File: src/rtl/latch_read_sync.sv
// Clocked reader for an external level-sensitive latch: detects each latch close,
// captures the settled latch output and offers it on a valid/ready port.
// Optional build macro LATCH_READ_PARITY_EN adds rd_parity registered alongside rd_data.
//
// state | meaning
// IDLE  | latch closed, nothing unread
// OPEN  | latch transparent, waiting for the close to capture
// VALID | captured value waiting for the consumer
module latch_read_sync #(
    parameter int WIDTH       = 8,
    parameter int SYNC_STAGES = 2
) (
    input  logic             Clk,
    input  logic             reset_b,
    input  logic [WIDTH-1:0] latch_q,
    input  logic             latch_en,
    input  logic             rd_ready,
    input  logic             overrun_clr,
    output logic             rd_valid,
    output logic [WIDTH-1:0] rd_data,
    output logic             overrun
`ifdef LATCH_READ_PARITY_EN
    ,
    output logic             rd_parity
`endif
);

    typedef enum logic [1:0] {
        IDLE  = 2'd0,
        OPEN  = 2'd1,
        VALID = 2'd2
    } state_t;

    state_t                 state_q, state_d;
    logic [SYNC_STAGES-1:0] sync_q;
    logic                   en_s_d_q;
    logic [WIDTH-1:0]       data_q, data_d;
    logic                   overrun_q, overrun_d;
    logic                   en_s;
    logic                   rise;
`ifdef LATCH_READ_PARITY_EN
    logic                   parity_q, parity_d;
`endif

    assign en_s = sync_q[SYNC_STAGES-1];
    assign rise = en_s & ~en_s_d_q;

    always_ff @(posedge Clk or negedge reset_b) begin
        if (!reset_b) begin
            sync_q    <= '0;
            en_s_d_q  <= 1'b0;
            state_q   <= IDLE;
            data_q    <= '0;
            overrun_q <= 1'b0;
`ifdef LATCH_READ_PARITY_EN
            parity_q  <= 1'b0;
`endif
        end else begin
            sync_q    <= {sync_q[SYNC_STAGES-2:0], latch_en};
            en_s_d_q  <= en_s;
            state_q   <= state_d;
            data_q    <= data_d;
            overrun_q <= overrun_d;
`ifdef LATCH_READ_PARITY_EN
            parity_q  <= parity_d;
`endif
        end
    end

    always_comb begin
        state_d   = state_q;
        data_d    = data_q;
        overrun_d = overrun_q;
`ifdef LATCH_READ_PARITY_EN
        parity_d  = parity_q;
`endif
        // Clear first so a same-cycle set below takes priority.
        if (overrun_clr) begin
            overrun_d = 1'b0;
        end
        case (state_q)
            IDLE: begin
                if (en_s) begin
                    state_d = OPEN;
                end
            end
            OPEN: begin
                if (!en_s) begin
                    data_d  = latch_q;
                    state_d = VALID;
`ifdef LATCH_READ_PARITY_EN
                    parity_d = ^latch_q;
`endif
                end
            end
            VALID: begin
                if (rd_ready) begin
                    state_d = en_s ? OPEN : IDLE;
                end else if (rise) begin
                    overrun_d = 1'b1;
                end
            end
            default: begin
                state_d = IDLE;
            end
        endcase
    end

    assign rd_valid = (state_q == VALID);
    assign rd_data  = data_q;
    assign overrun  = overrun_q;
`ifdef LATCH_READ_PARITY_EN
    assign rd_parity = parity_q;
`endif

endmodule

File: config.mk
export PLATFORM = sky130hd
export DESIGN_NAME = latch_read_sync
export DESIGN_NICKNAME = d
export VERILOG_FILES = /design/src/rtl/latch_read_sync.sv
export SDC_FILE = /design/constraint.sdc
export NUM_CORES = 1
export LEC_CHECK = 0
export CORE_AREA = 2 2 39 41
export CTS_BUF_LIST = sky130_fd_sc_hd__clkbuf_2
export CTS_CLUSTER_SIZE = 10
export DETAILED_ROUTE_END_ITERATION = 10
export DIE_AREA = 0 0 41 43
export GPL_TIMING_DRIVEN = 0
export HOLD_SLACK_MARGIN = 0.15
export PLACE_DENSITY_LB_ADDON = 0.08
export SETUP_SLACK_MARGIN = 0.4
export SKIP_CTS_REPAIR_TIMING = 1
export SKIP_LAST_GASP = 1
export SLEW_MARGIN = 20
export SYNTH_ARGS = -nofsm -noshare
export SYNTH_HDL_FRONTEND = slang
export SYNTH_SLANG_ARGS = --single-unit
export TNS_END_PERCENT = 10
File: constraint.sdc
create_clock -name Clk -period 1.6 [get_ports Clk]
set_clock_uncertainty 0.2 [all_clocks]
set_input_delay 0.16 -clock Clk [delete_from_list [all_inputs] [get_ports Clk]]
set_output_delay 0.16 -clock Clk [all_outputs]
set_load 0.005 [all_outputs]
Yosys cells after proc, flatten, opt, wreduce, memory -nomap -nowiden
Cells that the tools add are included.
{"block": "totals", "regBits": 14, "n_memories": 0, "mem_bits_ro": 0, "latch_bits": 0, "in_bits": 13, "output_inout_bits": 10, "word_cells": 25, "ramBits": 0}
{"block": "classes", "add_sub_neg": 0, "eq_ne": 5, "magnitude_cmp": 0, "div_mod_pow": 0, "multipliers": 0, "n_bitwise": 3, "n_mux": 9, "n_shift": 0, "reduce_logical": 3}
{"op": "2-bit 2-to-1 mux", "count": 3}
{"op": "2-bit inequality test, second input constant", "count": 3}
{"op": "2-bit one-hot mux with 3 select lines", "count": 1}
{"op": "1-bit 2-to-1 mux", "count": 5}
{"op": "3-bit AND reduction", "count": 1}
{"op": "2-bit by 1-bit == test with 1-bit output, second input constant", "count": 1}
{"op": "2-bit == test, second input constant", "count": 1}
{"op": "2-bit zero test", "count": 1}
{"op": "1-bit NOT", "count": 2}
{"op": "2-bit AND reduction", "count": 1}
{"op": "1-bit bitwise AND", "count": 1}

Longest topological paths before layout
{"block": "depth", "depth_word": 5, "depth_mapped": 2, "depth_no_buf": 2}

Worst setup path after synthesis
Ideal clock, no wire load.
{"block": "synth_path", "path_type": "register -> register", "from": "register state_q[1]", "to": "register data_q[0], in the netlist rd_data[0]", "setup_time_ps": 125, "slack_ps": 150, "t_arrival_ps": 1125, "path_buffers": 0, "t_required_ps": 1275, "stages_incl_launch_ff": 3, "cell_sequence": "dfrtp_1 > nor3b_4 > mux2_2"}
{"block": "synth_via", "elab_chain_len": 2}
{"element": "from (decl)", "line": "34", "rtl": "state_t state_q, state_d;"}
{"element": "from (signal assigned)", "line": "61", "rtl": "state_q <= state_d;"}
{"element": "2-bit by 1-bit == test with 1-bit output", "line": "81", "rtl": "case (state_q)"}
{"element": "2-bit AND reduction (no line)"}
{"element": "to (signal assigned)", "line": "62", "rtl": "data_q <= data_d;"}
{"element": "to (decl)", "line": "37", "rtl": "logic [WIDTH-1:0] data_q, data_d;"}
Every way passes these cells.
A chain may end at the register's enable or synchronous reset.

Worst setup path after layout
Ends and elaborated chain as after synthesis.

==> flow_summary.toml <==
[routing]
ant_nets = 0
dr_total_vias = 360
drc = 0
drt_iter0_markers = 7
vias_per_cell = 4.615
routed_wl_microns = 1086
wl_per_cell_microns = 13.92
first_pass_iters = 4

[pwr]
p_per_area_nw_per_um2 = 1033
power.share.clock_pct = 16.5
peakVddDrop_mv = 0.5398
p_leak_nw = 0.4297
pwr-share-seq_pct = 50.9
power.internal_w = 0.0006817
swShare_pct = 23.03
netSwitchingPower_w = 0.0002039
combPwrFrac_pct = 32.7

[worst_setup_path]
critPathRequiredTime_ns = 1.55
critPathMaxStageDelay_ns = 0.41
path_cells = "buf_6 > nor3b_4 > buf_6 > mux2_4"
reg2reg_to = "rd_data[0]$_DFFE_PN0P_"
path_class = "reg2reg"
r2r_slack_ns = 0.06
startpoint_type = "flip-flop"
cp-end-kind = "flip-flop"
cp_slowest_cell = "dfrtp_1"
crit_top_cell = "buf_6"
worstPathArrival_ns = 1.49
reg2reg_depth = 4
reg2reg_from = "state_q[1]$_DFFE_PN0P_"
worst-path-max-fanout = 6

[placed_design]
gp_congestion = 0.5597
portBuffers = 22

[clocking]
tritoncts = "built"
clock_latency_ns = 0.25
cts_made_buffers = 3
clk_pin_slew_ns = 0.11
cts.sinks = 14
clk_path_buf_depth = 2
htreeDepth = 1
clockRootBuffer = "clkbuf_2"

[global_routing]
grt_pass1_vias = 376
grt_antenna_before_repair = 0
grt-ovfl-total = 0
grt_max_degree = 15
grt_pass1_wl_microns = 1538
grtUsageTotal_pct = 13.76

[floorplan]
die-area_sq_um = 1763
num_rows = 14
initial_core_util_pct = 36.89
io_pins = 23
fp.coreArea_sq_um = 1384
die_height_microns = 43
die_w_microns = 41

[yosys]
synth.most_common_cell = "dfrtp_1"
synth_cells = 31
yosysSeqAreaShare_pct = 68.63
avgSynthCellArea_sq_um = 16.47
yosysWarnings = 0
synth_edf_count = 0
async_flop_share_pct = 100.0
synth_seq_cells = 14
synth_flop_cell = "dfrtp_1"
syn-cell-area_sq_um = 510.5
ys_types = 9
syn_nets = 44
yosys-top-cells-area = "dfrtp_1, mux2_2, nor3b_4, nor2b_1, a41o_1"
yosysTopAreaCell = "dfrtp_1"
synthTopCellsByCount = "dfrtp_1, mux2_2, inv_1, nor2b_1"
synth_top_area_share_pct = 68.63

[layout]
drive_gt1_share_pct = 29.03
fin_nets = 77
insertedDiodeCount = 0
synthToLayoutAreaGrowth_pct = 67.89
final_core_util_pct = 61.93

[sta]
period_minus_slack_ns = 1.545
setup_viol = 0
holdWs_ns = 0.06902
slew_viol_final = 0
max_freq_ghz = 0.6473
tightest_slew_ns = 0.5964
slew_headroom_pct = 60.12
grt_setup_unrepaired = "true"
post-route-period-util_pct = 96.56
final_hold_viol_count = 0

[flow_run]
cap_violations = 0

[worst_hold_path]
hold_path.class = "in2async"

[run_status]
status = "completed"
worst max path at each step:
stage / from / to / slack [ns] / depth (start not counted)
floorplan: state_q[1]$_DFFE_PN0P_ / rd_data[0]$_DFFE_PN0P_ / 0.15 / 2
global placement: state_q[1]$_DFFE_PN0P_ / rd_data[0]$_DFFE_PN0P_ / 0.05 / 2
detailed placement: state_q[1]$_DFFE_PN0P_ / rd_data[5]$_DFFE_PN0P_ / -0.03 / 2
CTS: state_q[1]$_DFFE_PN0P_ / rd_valid / -0.23 / 2
global route: state_q[1]$_DFFE_PN0P_ / rd_data[0]$_DFFE_PN0P_ / 0.02 / 4
finish: state_q[1]$_DFFE_PN0P_ / rd_data[0]$_DFFE_PN0P_ / 0.06 / 4
state kept, by name, summed over array words and instances, names as in the netlist:
register,cells
overrun,1
state_q,2
sync_q,2
en_s_d_q,1
rd_data,8
area by class of cell:
| type | count | area [sq um] |
|---|---|---|
| fill | 114 | 526.8 |
| sequential | 14 | 350.3 |
| timing repair buffer | 28 | 286.5 |
| multi-input combinational | 15 | 177.7 |
| tap | 16 | 20.02 |
| clock buffer | 3 | 15.01 |
| inverter | 2 | 7.507 |
cell usage in the layout, fill, tap and decap left out, drive strengths merged:
cell | netlist | layout
a21o | 1 | 1
dfrtp | 14 | 14
mux2 | 8 | 8
buf | 0 | 5
nand2b | 1 | 1
a21boi | 1 | 1
a41o | 1 | 1
nor2b | 2 | 2
dlygate4sd3 | 0 | 1
dlymetal6s2s | 0 | 3
clkbuf | 0 | 3
clkdlybuf4s50 | 0 | 19
nor3b | 1 | 1
inv | 2 | 2
per-layer routing:
layer / track usage [%] / share of wire, % / vias up
li1: - / - / 168
met1: 14.88 / 36 / 175
met2: 22.81 / 57 / 15
met3: 3.141 / 6.1 / 2
met4: 8.000 / 0.37 / 0
met5: 0 / 0 / -
power groups by stage:
stage / logic [W] / clock network [W] / registers [W]
6_report: 0.000289 / 0.000146 / 0.000450
3_3_place_gp: 0.000226 / 0 / 0.000452
5_1_grt: 0.000309 / 0.000176 / 0.000457
3_5_place_dp: 0.000234 / 0 / 0.000458
2_1_floorplan: 0.0000678 / 0 / 0.000459
4_1_cts: 0.000234 / 0.000161 / 0.000451
metrics by stage:
stage	cell area, sq um	setup slack, ns	instances	TNS (ns)	total power (W)
6_report	857.1	0.05510	78	0	0.0008856
5_1_grt	857.1	0.01623	78	0	0.0009429
4_1_cts	765.7	-0.2307	72	-0.4909	0.0008460
3_5_place_dp	750.7	-0.03366	69	-0.1761	0.0006921
3_3_place_gp	750.7	0.04950	69	0	0.0006775
2_1_floorplan	510.5	0.1501	31	0	0.0005266
logic make-up after synthesis:
group	Yosys count	synth area share [%]
flops	14	68.63
simple gates	4	7.354
buf+inv	2	1.471
compound gates	3	4.903
mux	8	17.65
worst max-delay path: cells and delay by family (launching register included):
kind | cells | cell delay (ns)
buffers and inverters | 2 | 0.31
flip-flops | 1 | 0.41
multiplexers | 1 | 0.31
AND/OR/NAND/NOR | 1 | 0.21
Note: power is estimated with default switching activity, not from simulation.
